<file path="src/rtl/bbox_msg_pkg.sv">
// Shared constants, FSM state encoding and box payload type for the bounding-box message reader.
package bbox_msg_pkg;

  localparam int unsigned DATA_W  = 32;
  localparam int unsigned ADDR_W  = 3;
  localparam int unsigned COORD_W = 11;
  localparam int unsigned USEDW_W = 8;
  localparam int unsigned CNT_W   = 8;

  localparam logic [ADDR_W-1:0] ADDR_STATUS    = 3'd0;
  localparam logic [ADDR_W-1:0] ADDR_MSG       = 3'd1;
  localparam logic [DATA_W-1:0] FLUSH_BIT      = 32'h0000_0010;
  localparam logic [DATA_W-1:0] MSG_ID_DEFAULT = 32'h0052_4242;

  // Field positions inside the status word and the two coordinate words
  localparam int unsigned USEDW_LSB = 8;
  localparam int unsigned RED_BIT   = 31;
  localparam int unsigned X_LSB     = 16;
  localparam int unsigned Y_LSB     = 0;

  localparam logic [USEDW_W-1:0] MSG_WORDS = 8'd3;

  typedef enum logic [3:0] {
    S_WAIT,
    S_ST_RD,
    S_ST_WT,
    S_ID_RD,
    S_ID_WT,
    S_W1_RD,
    S_W1_WT,
    S_W2_RD,
    S_W2_WT,
    S_OUT,
    S_ERR,
    S_ERR_IDLE
  } state_t;

  typedef struct packed {
    logic               red;
    logic [COORD_W-1:0] left;
    logic [COORD_W-1:0] top;
    logic [COORD_W-1:0] right;
    logic [COORD_W-1:0] bottom;
  } box_t;

  function automatic logic [COORD_W-1:0] get_x(input logic [DATA_W-1:0] d);
    return d[X_LSB +: COORD_W];
  endfunction

  function automatic logic [COORD_W-1:0] get_y(input logic [DATA_W-1:0] d);
    return d[Y_LSB +: COORD_W];
  endfunction

endpackage

</file>
<file path="src/rtl/bbox_msg_reader.sv">
// Avalon-MM master draining the image processor's "RBB" box-message FIFO into a valid/ready box stream.
// Optional BBOX_FLUSH_ON_ERR_EN: on an ID mismatch, flush the slave FIFO instead of word-by-word resync.
module bbox_msg_reader
  import bbox_msg_pkg::*;
#(
  parameter int unsigned        POLL_INTERVAL = 1024,
  parameter int unsigned        READ_LATENCY  = 1,
  parameter logic [DATA_W-1:0]  MSG_ID        = MSG_ID_DEFAULT
) (
  input  logic                clk,
  input  logic                reset_n,
  output logic                m_chipselect,
  output logic                m_read,
  output logic                m_write,
  output logic [ADDR_W-1:0]   m_address,
  output logic [DATA_W-1:0]   m_writedata,
  input  logic [DATA_W-1:0]   m_readdata,
  output logic                box_valid,
  input  logic                box_ready,
  output logic [COORD_W-1:0]  box_left,
  output logic [COORD_W-1:0]  box_top,
  output logic [COORD_W-1:0]  box_right,
  output logic [COORD_W-1:0]  box_bottom,
  output logic                box_red,
  output logic                box_empty,
  output logic [CNT_W-1:0]    sync_err_cnt
);

  localparam int unsigned TMR_W = (POLL_INTERVAL > 2) ? $clog2(POLL_INTERVAL) : 1;
  localparam int unsigned LAT_W = (READ_LATENCY > 1) ? $clog2(READ_LATENCY) : 1;

  state_t               r_state;
  state_t               w_state_nxt;
  logic [TMR_W-1:0]     r_timer;
  logic [LAT_W-1:0]     r_lat;
  logic                 r_resync;
  logic [CNT_W-1:0]     r_err_cnt;
  box_t                 r_shadow;
  box_t                 r_box;
  logic                 r_box_valid;
  logic                 r_m_read;
  logic                 r_m_write;
  logic [ADDR_W-1:0]    r_m_address;
  logic [DATA_W-1:0]    r_m_writedata;

  logic                 w_is_wt;
  logic                 w_sample;
  logic [USEDW_W-1:0]   w_usedw;
  logic                 w_tmr_reload;
  logic                 w_err_inc;
  logic                 w_resync_set;
  logic                 w_resync_clr;
  logic                 w_ld_w1;
  logic                 w_ld_w2;
  logic                 w_out_load;
  logic                 w_rd_nxt;
  logic                 w_wr_nxt;
  logic [ADDR_W-1:0]    w_addr_nxt;
  logic [DATA_W-1:0]    w_wdata_nxt;

  // readdata is valid READ_LATENCY cycles after the pulse; the wait states count up to it
  assign w_is_wt  = r_state inside {S_ST_WT, S_ID_WT, S_W1_WT, S_W2_WT};
  assign w_sample = w_is_wt && (r_lat == LAT_W'(READ_LATENCY - 1));
  assign w_usedw  = m_readdata[USEDW_LSB +: USEDW_W];

  always_ff @(posedge clk) begin
    if (!reset_n) r_state <= S_WAIT;
    else          r_state <= w_state_nxt;
  end

  // Next state plus the bus pulse for the state being entered, so pulses come straight from flops
  always_comb begin
    w_state_nxt  = r_state;
    w_tmr_reload = 1'b0;
    w_err_inc    = 1'b0;
    w_resync_set = 1'b0;
    w_resync_clr = 1'b0;
    w_ld_w1      = 1'b0;
    w_ld_w2      = 1'b0;
    w_out_load   = 1'b0;
    w_rd_nxt     = 1'b0;
    w_wr_nxt     = 1'b0;
    w_addr_nxt   = ADDR_STATUS;
    w_wdata_nxt  = '0;

    case (r_state)
      S_WAIT: begin
        if (r_timer == '0) begin
          w_state_nxt  = S_ST_RD;
          w_tmr_reload = 1'b1;
        end
      end
      S_ST_RD: w_state_nxt = S_ST_WT;
      S_ST_WT: begin
        if (w_sample) begin
          if (w_usedw >= MSG_WORDS)                 w_state_nxt = S_ID_RD;
          else if ((w_usedw != '0) && r_resync)     w_state_nxt = S_ID_RD;
          else                                      w_state_nxt = S_WAIT;
        end
      end
      S_ID_RD: w_state_nxt = S_ID_WT;
      S_ID_WT: begin
        if (w_sample) begin
          if (m_readdata == MSG_ID) begin
            w_resync_clr = 1'b1;
            w_state_nxt  = S_W1_RD;
          end else begin
            w_err_inc    = 1'b1;
            w_resync_set = 1'b1;
            w_state_nxt  = S_ERR;
          end
        end
      end
      S_W1_RD: w_state_nxt = S_W1_WT;
      S_W1_WT: begin
        if (w_sample) begin
          w_ld_w1     = 1'b1;
          w_state_nxt = S_W2_RD;
        end
      end
      S_W2_RD: w_state_nxt = S_W2_WT;
      S_W2_WT: begin
        if (w_sample) begin
          w_ld_w2     = 1'b1;
          w_state_nxt = S_OUT;
        end
      end
      S_OUT: begin
        // Hold here until the output register is free or being accepted this cycle
        if (!r_box_valid || box_ready) begin
          w_out_load  = 1'b1;
          w_state_nxt = S_ST_RD;
        end
      end
`ifdef BBOX_FLUSH_ON_ERR_EN
      S_ERR:      w_state_nxt = S_ERR_IDLE;
`else
      S_ERR:      w_state_nxt = S_ST_RD;
`endif
      S_ERR_IDLE: begin
        // FIFO was just flushed, so nothing stale is left to skip
        w_state_nxt  = S_WAIT;
        w_tmr_reload = 1'b1;
        w_resync_clr = 1'b1;
      end
      default: w_state_nxt = S_WAIT;
    endcase

    w_rd_nxt = w_state_nxt inside {S_ST_RD, S_ID_RD, S_W1_RD, S_W2_RD};
    if (w_rd_nxt && (w_state_nxt != S_ST_RD)) w_addr_nxt = ADDR_MSG;
`ifdef BBOX_FLUSH_ON_ERR_EN
    if (w_state_nxt == S_ERR) begin
      w_wr_nxt    = 1'b1;
      w_wdata_nxt = FLUSH_BIT;
    end
`endif
  end

  always_ff @(posedge clk) begin
    if (!reset_n) begin
      r_m_read      <= 1'b0;
      r_m_write     <= 1'b0;
      r_m_address   <= '0;
      r_m_writedata <= '0;
    end else begin
      r_m_read      <= w_rd_nxt;
      r_m_write     <= w_wr_nxt;
      r_m_address   <= w_addr_nxt;
      r_m_writedata <= w_wdata_nxt;
    end
  end

  // Free-running poll timer, reloaded when a poll is launched or after a flush
  always_ff @(posedge clk) begin
    if (!reset_n)           r_timer <= '0;
    else if (w_tmr_reload)  r_timer <= TMR_W'(POLL_INTERVAL - 1);
    else if (r_timer != '0) r_timer <= r_timer - TMR_W'(1);
  end

  always_ff @(posedge clk) begin
    if (!reset_n)                r_lat <= '0;
    else if (w_is_wt && !w_sample) r_lat <= r_lat + LAT_W'(1);
    else                         r_lat <= '0;
  end

  always_ff @(posedge clk) begin
    if (!reset_n) begin
      r_resync  <= 1'b0;
      r_err_cnt <= '0;
    end else begin
      if (w_resync_set)      r_resync <= 1'b1;
      else if (w_resync_clr) r_resync <= 1'b0;
      if (w_err_inc && (r_err_cnt != '1)) r_err_cnt <= r_err_cnt + CNT_W'(1);
    end
  end

  // Shadow collects the two coordinate words; reserved bits are dropped here
  always_ff @(posedge clk) begin
    if (!reset_n) begin
      r_shadow <= '0;
    end else if (w_ld_w1) begin
      r_shadow.red  <= m_readdata[RED_BIT];
      r_shadow.left <= get_x(m_readdata);
      r_shadow.top  <= get_y(m_readdata);
    end else if (w_ld_w2) begin
      r_shadow.right  <= get_x(m_readdata);
      r_shadow.bottom <= get_y(m_readdata);
    end
  end

  always_ff @(posedge clk) begin
    if (!reset_n) begin
      r_box       <= '0;
      r_box_valid <= 1'b0;
    end else if (w_out_load) begin
      r_box       <= r_shadow;
      r_box_valid <= 1'b1;
    end else if (box_ready) begin
      r_box_valid <= 1'b0;
    end
  end

  assign m_chipselect = r_m_read | r_m_write;
  assign m_read       = r_m_read;
  assign m_write      = r_m_write;
  assign m_address    = r_m_address;
  assign m_writedata  = r_m_writedata;

  assign box_valid    = r_box_valid;
  assign box_left     = r_box.left;
  assign box_top      = r_box.top;
  assign box_right    = r_box.right;
  assign box_bottom   = r_box.bottom;
  assign box_red      = r_box.red;
  assign box_empty    = (r_box.left > r_box.right) || (r_box.top > r_box.bottom);
  assign sync_err_cnt = r_err_cnt;

endmodule
</file>
<file path="config.mk">
export PLATFORM = sky130hd
export DESIGN_NAME = bbox_msg_reader
export DESIGN_NICKNAME = d
export VERILOG_FILES = /design/src/rtl/bbox_msg_pkg.sv /design/src/rtl/bbox_msg_reader.sv
export SDC_FILE = /design/constraint.sdc
export NUM_CORES = 1
export LEC_CHECK = 0
export BUFFER_PORTS_ARGS = -buffer_cell sky130_fd_sc_hd__buf_2
export CELL_PAD_IN_SITES_DETAIL_PLACEMENT = 2
export CELL_PAD_IN_SITES_GLOBAL_PLACEMENT = 2
export CORE_AREA = 3 3 133 135
export DETAILED_ROUTE_END_ITERATION = 8
export DIE_AREA = 0 0 136 138
export PLACE_DENSITY = 0.87
export SKIP_LAST_GASP = 1
export SYNTH_ARGS = -nofsm -noshare
export SYNTH_HDL_FRONTEND = slang
export SYNTH_SLANG_ARGS = --single-unit
</file>
<file path="constraint.sdc">
create_clock -name clk -period 5.4 [get_ports clk]
set_clock_uncertainty 0.2 [all_clocks]
set_input_delay 0.27 -clock clk [delete_from_list [all_inputs] [get_ports clk]]
set_output_delay 0.27 -clock clk [all_outputs]
set_load 0.01 [all_outputs]
</file>
Yosys cells after proc, flatten, opt, wreduce, memory -nomap -nowiden
Index checks and enable logic that the tools add are counted.
{"block": "totals", "reg_bits": 119, "elab_cells": 94}
{"block": "op_classes", "magnitude_cmp": 3, "addsub": 3, "mux": 30, "eq_ne": 18, "n_reduce_logical": 20, "bitwise": 2}
{"cell": "$pmux 4 s11", "count": 1}
{"cell": "$eq 32x23->1 const B", "count": 1}
{"cell": "$mux 4", "count": 7}
{"cell": "$eq 4x3->1 const B", "count": 6}
{"cell": "$gt 11x11->1", "count": 2}
{"cell": "$mux 10", "count": 2}
{"cell": "$eq 4x4->1 const B", "count": 4}
{"cell": "$mux 1", "count": 16}
{"cell": "$eq 4x2->1 const B", "count": 3}
{"cell": "$logic_not 10->1", "count": 1}
{"cell": "$reduce_bool 10->1", "count": 1}
{"cell": "$sub 10x1->10 const B", "count": 1}
{"cell": "$add 8x1->8 const B", "count": 1}
{"cell": "$eq 4x1->1 const B", "count": 2}
{"cell": "$ge 8x2->1 const B", "count": 1}
{"cell": "$ne 8x8->1 const B", "count": 1}
{"cell": "$reduce_bool 4->1", "count": 2}
{"cell": "$reduce_bool 8->1", "count": 1}
{"cell": "$reduce_bool 2->1", "count": 3}
{"cell": "$logic_and 1x1->1", "count": 5}
{"cell": "$logic_not 4->1", "count": 1}
{"cell": "$mux 2", "count": 2}
{"cell": "$ne 4x1->1 const B", "count": 1}
{"cell": "$pmux 1 s2", "count": 2}
{"cell": "5 further kinds", "count": 9}

Depth between registers and ports, before layout
{"block": "logic_depth", "word_depth": 10, "ltp_mapped": 8, "ltp_nobuf": 7}

Worst setup path after synthesis
No wires, ideal clock.
{"block": "synth_timing", "path_type": "reg2reg", "start": "register r_timer[3]", "end": "register r_timer[0]", "stages_incl_launch_ff": 6, "setup_ps": 58, "t_required_ps": 5142, "synth_period_minus_slack_ps": 2481, "arrival_time_ps": 2222, "setup_slack_ps": 2919, "path_cell_list": "dfxtp_1 > or4_4 > or4_4 > or4_4 > a21oi_4 > o21a_1"}
{"block": "synth_via", "elab_chain_cells": 4, "elab_cells_between_ends": 6, "cone_classes": "3 x mux; 3 x reduce/logical"}
{"item": "start, declared", "line_no": "bbox_msg_reader.sv:34", "text": "logic [TMR_W-1:0] r_timer;"}
{"item": "start signal, assigned", "line_no": "bbox_msg_reader.sv:176", "text": "else if (w_tmr_reload) r_timer <= TMR_W'(POLL_INTERVAL - 1);"}
{"item": "start signal, assigned", "line_no": "bbox_msg_reader.sv:177", "text": "else if (r_timer != '0) r_timer <= r_timer - TMR_W'(1);"}
{"item": "$logic_not 10->1", "line_no": "bbox_msg_reader.sv:88", "text": "if (r_timer == '0) begin"}
{"item": "$mux 1", "line_no": "bbox_msg_reader.sv:88"}
{"item": "$pmux 1 s2", "line_no": "bbox_msg_reader.sv:86", "text": "case (r_state)"}
{"item": "$mux 10 / $reduce_bool 2->1 (equally long branches)"}
Several ways; a longest one is shown, not always the timed one.
A chain may end at the register's enable or synchronous reset.

Final worst setup path
{"block": "layout_timing", "start": "register r_box, in the netlist box_right[6]", "end": "output port box_empty"}
{"block": "layout_via", "elab_chain_cells": 2}
{"item": "start, declared", "line_no": "bbox_msg_reader.sv:39", "text": "box_t r_box;"}
{"item": "start signal, assigned", "line_no": "bbox_msg_reader.sv:216", "text": "r_box <= r_shadow;"}
{"item": "$gt 11x11->1", "line_no": "bbox_msg_reader.sv:235", "text": "assign box_empty = (r_box.left > r_box.right) || (r_box.top > r_box.bottom);"}
{"item": "$logic_or 1x1->1", "line_no": "bbox_msg_reader.sv:235"}
{"item": "end, declared", "line_no": "bbox_msg_reader.sv:25", "text": "output logic box_empty,"}
No other way between the ends.

==> key figures <==
Outcome
  • Status: completed

Final layout
  • Fill count: 1914
  • Fin nets: 855
  • Layout cells sized above 1: 17.70%
  • P&R area growth vs syn: 24.49%
  • Ant diodes: 0

Setup path
  • Worst Path Arrival: 2660 ps
  • Buf/Inv on CP: 2
  • Worst setup path start: box_right[6]
  • Setup CP Type: register to output pin
  • Worst-case reg-to-reg path depth: 5
  • CP max stage delay: 670 ps
  • RR Endpoint: sync_err_cnt[3]
  • CP top delay family: compound AO/OA/AOI/OAI gates
  • Crit-path cells: inv_1, ha_1, a21o_1, a21oi_1, o21ai_0, a2111oi_0, o22ai_1, buf_2
  • Setup crit end kind: output pin
  • Crit-path max FO: 3
  • Worst-path cell with the longest stage delay: a2111oi_0
  • Reg2Reg Setup Slack: 2540 ps
  • Worst path required time: 4930 ps
  • Reg2reg start: r_state[3]
  • CP startpoint kind: register

Die
  • Die Wd: 136 um
  • DIE HEIGHT: 138 um
  • Die ar.: 18770 um^2
  • Row cnt: 47
  • Core area: 16580 um^2
  • Io pins: 128
  • Initial Util: 32.87%

Clocking
  • Worst-Skew Late Latency: 420 ps
  • Sink Count: 117
  • H-tree depth: 4
  • CTS tree: yes
  • CTS resizes: 0
  • Post-CTS Hold Buffers: 23
  • CTS Root Cell: clkbuf_16
  • Clock buffer depth: 2
  • Clock slew at reported path FFs: 60 ps
  • CTS Buf Count: 17
  • Setup Fix Bufs, Post-CTS: 0

Placement
  • Setup WS pre-CTS: 2514 ps
  • PortBufs: 92
  • DP HPWL: 13120 um
  • GPL Wtd Cong: 0.8195

Logic synthesis
  • Synth area leaders: dfxtp_1 43%, nand2_1 13%, a21oi_1 9.7%, ha_1 5.5%, buf_4 5.0%
  • Xor/xnor share of the synthesized area: 0.9642%
  • Share of the synthesized area in the top cell type: 42.98%
  • Sequential area share after synthesis: 42.98%
  • Synth area leader: dfxtp_1
  • Synth Area per Inst: 7.853 um^2
  • Yosys Warn Count: 0
  • Yosys cell types: 48
  • Async SR Flop Fraction: 0%
  • Synth Area in Simple Gates: 23.48%
  • Mux contribution to synthesized area: 0.7346%
  • Adder-cell share of the synthesized area: 5.693%
  • Synth Area in Compound Gates: 16.46%
  • Synth Cell Area: 5450 um^2
  • Mapped Cells: 694
  • Yosys reg bits: 117
  • Largest family of logic cells by synthesized area: simple AND/OR/NAND/NOR gates
  • Post-synth EDFFs: 0
  • Most used DFF post-synth: dfxtp_1

Detailed routing
  • Antenna Nets Post-Route: 0
  • Routed WL: 20190 um
  • # DRC: 0
  • Via count: 5204
  • Wire per inst: 19.64 um
  • DR pass1 iterations: 5
  • Via/cell ratio: 5.062
  • DRT iter0 DRCs: 280

STA
  • Final Hold Fails: 0
  • RSZ-0062 raised after global routing: no
  • Slew Limit Headroom: 26.04%
  • Fmax: 0.3198 GHz
  • Min Tclk post-route: 3127 ps
  • Setup violators final: 0
  • Setup TNS: 0 ps
  • Worst-margin pin slew: 1099 ps
  • Slew Viols, Final: 0
  • Final period util: 57.91%
  • PnR worst setup slack: 2273 ps

Global routing
  • All-layer global routing usage: 21.84%
  • Initial antenna violation count: 1
  • Remaining global-route overflow: 0
  • Largest net degree at the start of global routing: 77
  • Vias in the first global route: 5932
  • Global-route wire length before repair: 32280 um

Power and ir drop
  • Leakage: 2.651 nW
  • Peak VDD IR: 272.5 uV
  • Total power per unit cell area: 366.7 nW/um^2

Worst hold path
  • WHS Path Cells: 2
  • Hold endpoint: r_timer[9]
  • Hold Crit Class: primary input to register
  • Hold wc startpoint: reset_n

Job
  • Max-Cap Viols: 0
==> cells in the mapped netlist (5+ instances only) <==
| cell | n |
|---|---|
| a21oi_1 | 106 |
| buf_4 | 36 |
| clkbuf_1 | 34 |
| dfxtp_1 | 117 |
| ha_1 | 24 |
| inv_1 | 30 |
| nand2_1 | 195 |
| nand2b_1 | 9 |
| nand3_1 | 9 |
| nor2_1 | 12 |
| nor3_1 | 11 |
| nor4_1 | 9 |
| o21a_1 | 11 |
| o21ai_0 | 9 |
| or3_1 | 5 |
==> logic make-up after synthesis <==
group | Yosys count
and+or+nand+nor | 283
AOI/OAI and AO/OA | 155
DFF | 117
buffers and inverters | 103
adders and majority gates | 25
xor gates and xnor gates | 6
muxes | 4
other | 1
==> metrics by stage <==
stage	area [um^2]	total power, mW	std cells	utilization, %	hold WS, ps
floorplan	5582	1.253	729	-	206.0
global placement	5958	1.301	974	35.93	235.9
detailed placement	5958	1.337	974	35.93	250.8
CTS	6785	2.514	1028	40.92	65.85
global route	6785	2.604	1028	40.92	90.58
finish	6785	2.488	1028	40.92	73.94
==> routing by layer <==
metal | vias up | track usage (%) | part of all wire [%]
li1 | 2481 | - | -
met1 | 2583 | 23.99 | 39
met2 | 111 | 41.02 | 55
met3 | 27 | 5.342 | 4.5
met4 | 2 | 6.260 | 1.7
met5 | - | 0 | 0.064
==> worst reg2reg max path: cells and delay by family, from the launching register on <==
| kind | cells | cell delay, ps |
|---|---|---|
| AND/OR/NAND/NOR | 3 | 1490 |
| AO/OA/AOI/OAI | 2 | 580 |
| flip-flops | 1 | 520 |
==> state kept, by name (all words and copies together), names as in the netlist <==
register,cells
r_shadow,45
box_bottom,11
box_left,11
box_right,11
box_top,11
r_timer,10
sync_err_cnt,8
r_state,4
box_red,1
box_valid,1
m_address,1
m_read,1
r_lat,1
r_resync,1
==> worst max-delay path by stage <==
stage / end / cells past startpoint / slack, ps
after floorplan: r_timer[0] / 5 / 2920
after global placement: sync_err_cnt[5] / 6 / 2560
after global routing: box_empty / 8 / 2040
final: box_empty / 8 / 2270
after CTS: box_empty / 8 / 2260
after detailed placement: sync_err_cnt[7] / 6 / 2510
==> where the power goes <==
part	switching, mW	internal [mW]
sequential	0.0581	0.907
combinational	0.212	0.161
clock	0.418	0.732
total	0.688	1.80
==> layout by cell type, fill, tap and decap left out, types with 3 or more instances in the layout <==
master / n
a211oi_1: 4
a21o_1: 4
a21oi_1: 106
and2_1: 4
and4_1: 3
buf_2: 92
buf_4: 5
bufinv_16: 3
clkbuf_16: 17
clkinv_2: 4
clkinvlp_4: 4
conb_1: 36
dfxtp_1: 117
dlygate4sd3_1: 23
ha_1: 24
inv_1: 30
mux2i_1: 4
nand2_1: 195
nand2b_1: 9
nand3_1: 9
nand4_1: 4
nor2_1: 12
nor3_1: 10
nor4_1: 8
nor4b_1: 4
o211ai_1: 3
o21a_1: 11
o21ai_0: 9
o31ai_1: 4
or2_2: 3
or3_1: 5
or4_1: 4
or4_4: 3
xor2_1: 4
==> cell type report <==
class,count,area (um^2),share of cell area (%)
Clock inverter,13,157.7,2.323
Sequential cell,117,2342,34.52
Tap cell,220,275.3,4.057
Inverter,31,116.4,1.715
Timing Repair Buffer,120,728.2,10.73
Multi-Input combinational cell,509,2726,40.18
Clock buffer,18,439.2,6.472
Note: power is estimated with default switching activity, not from simulation.
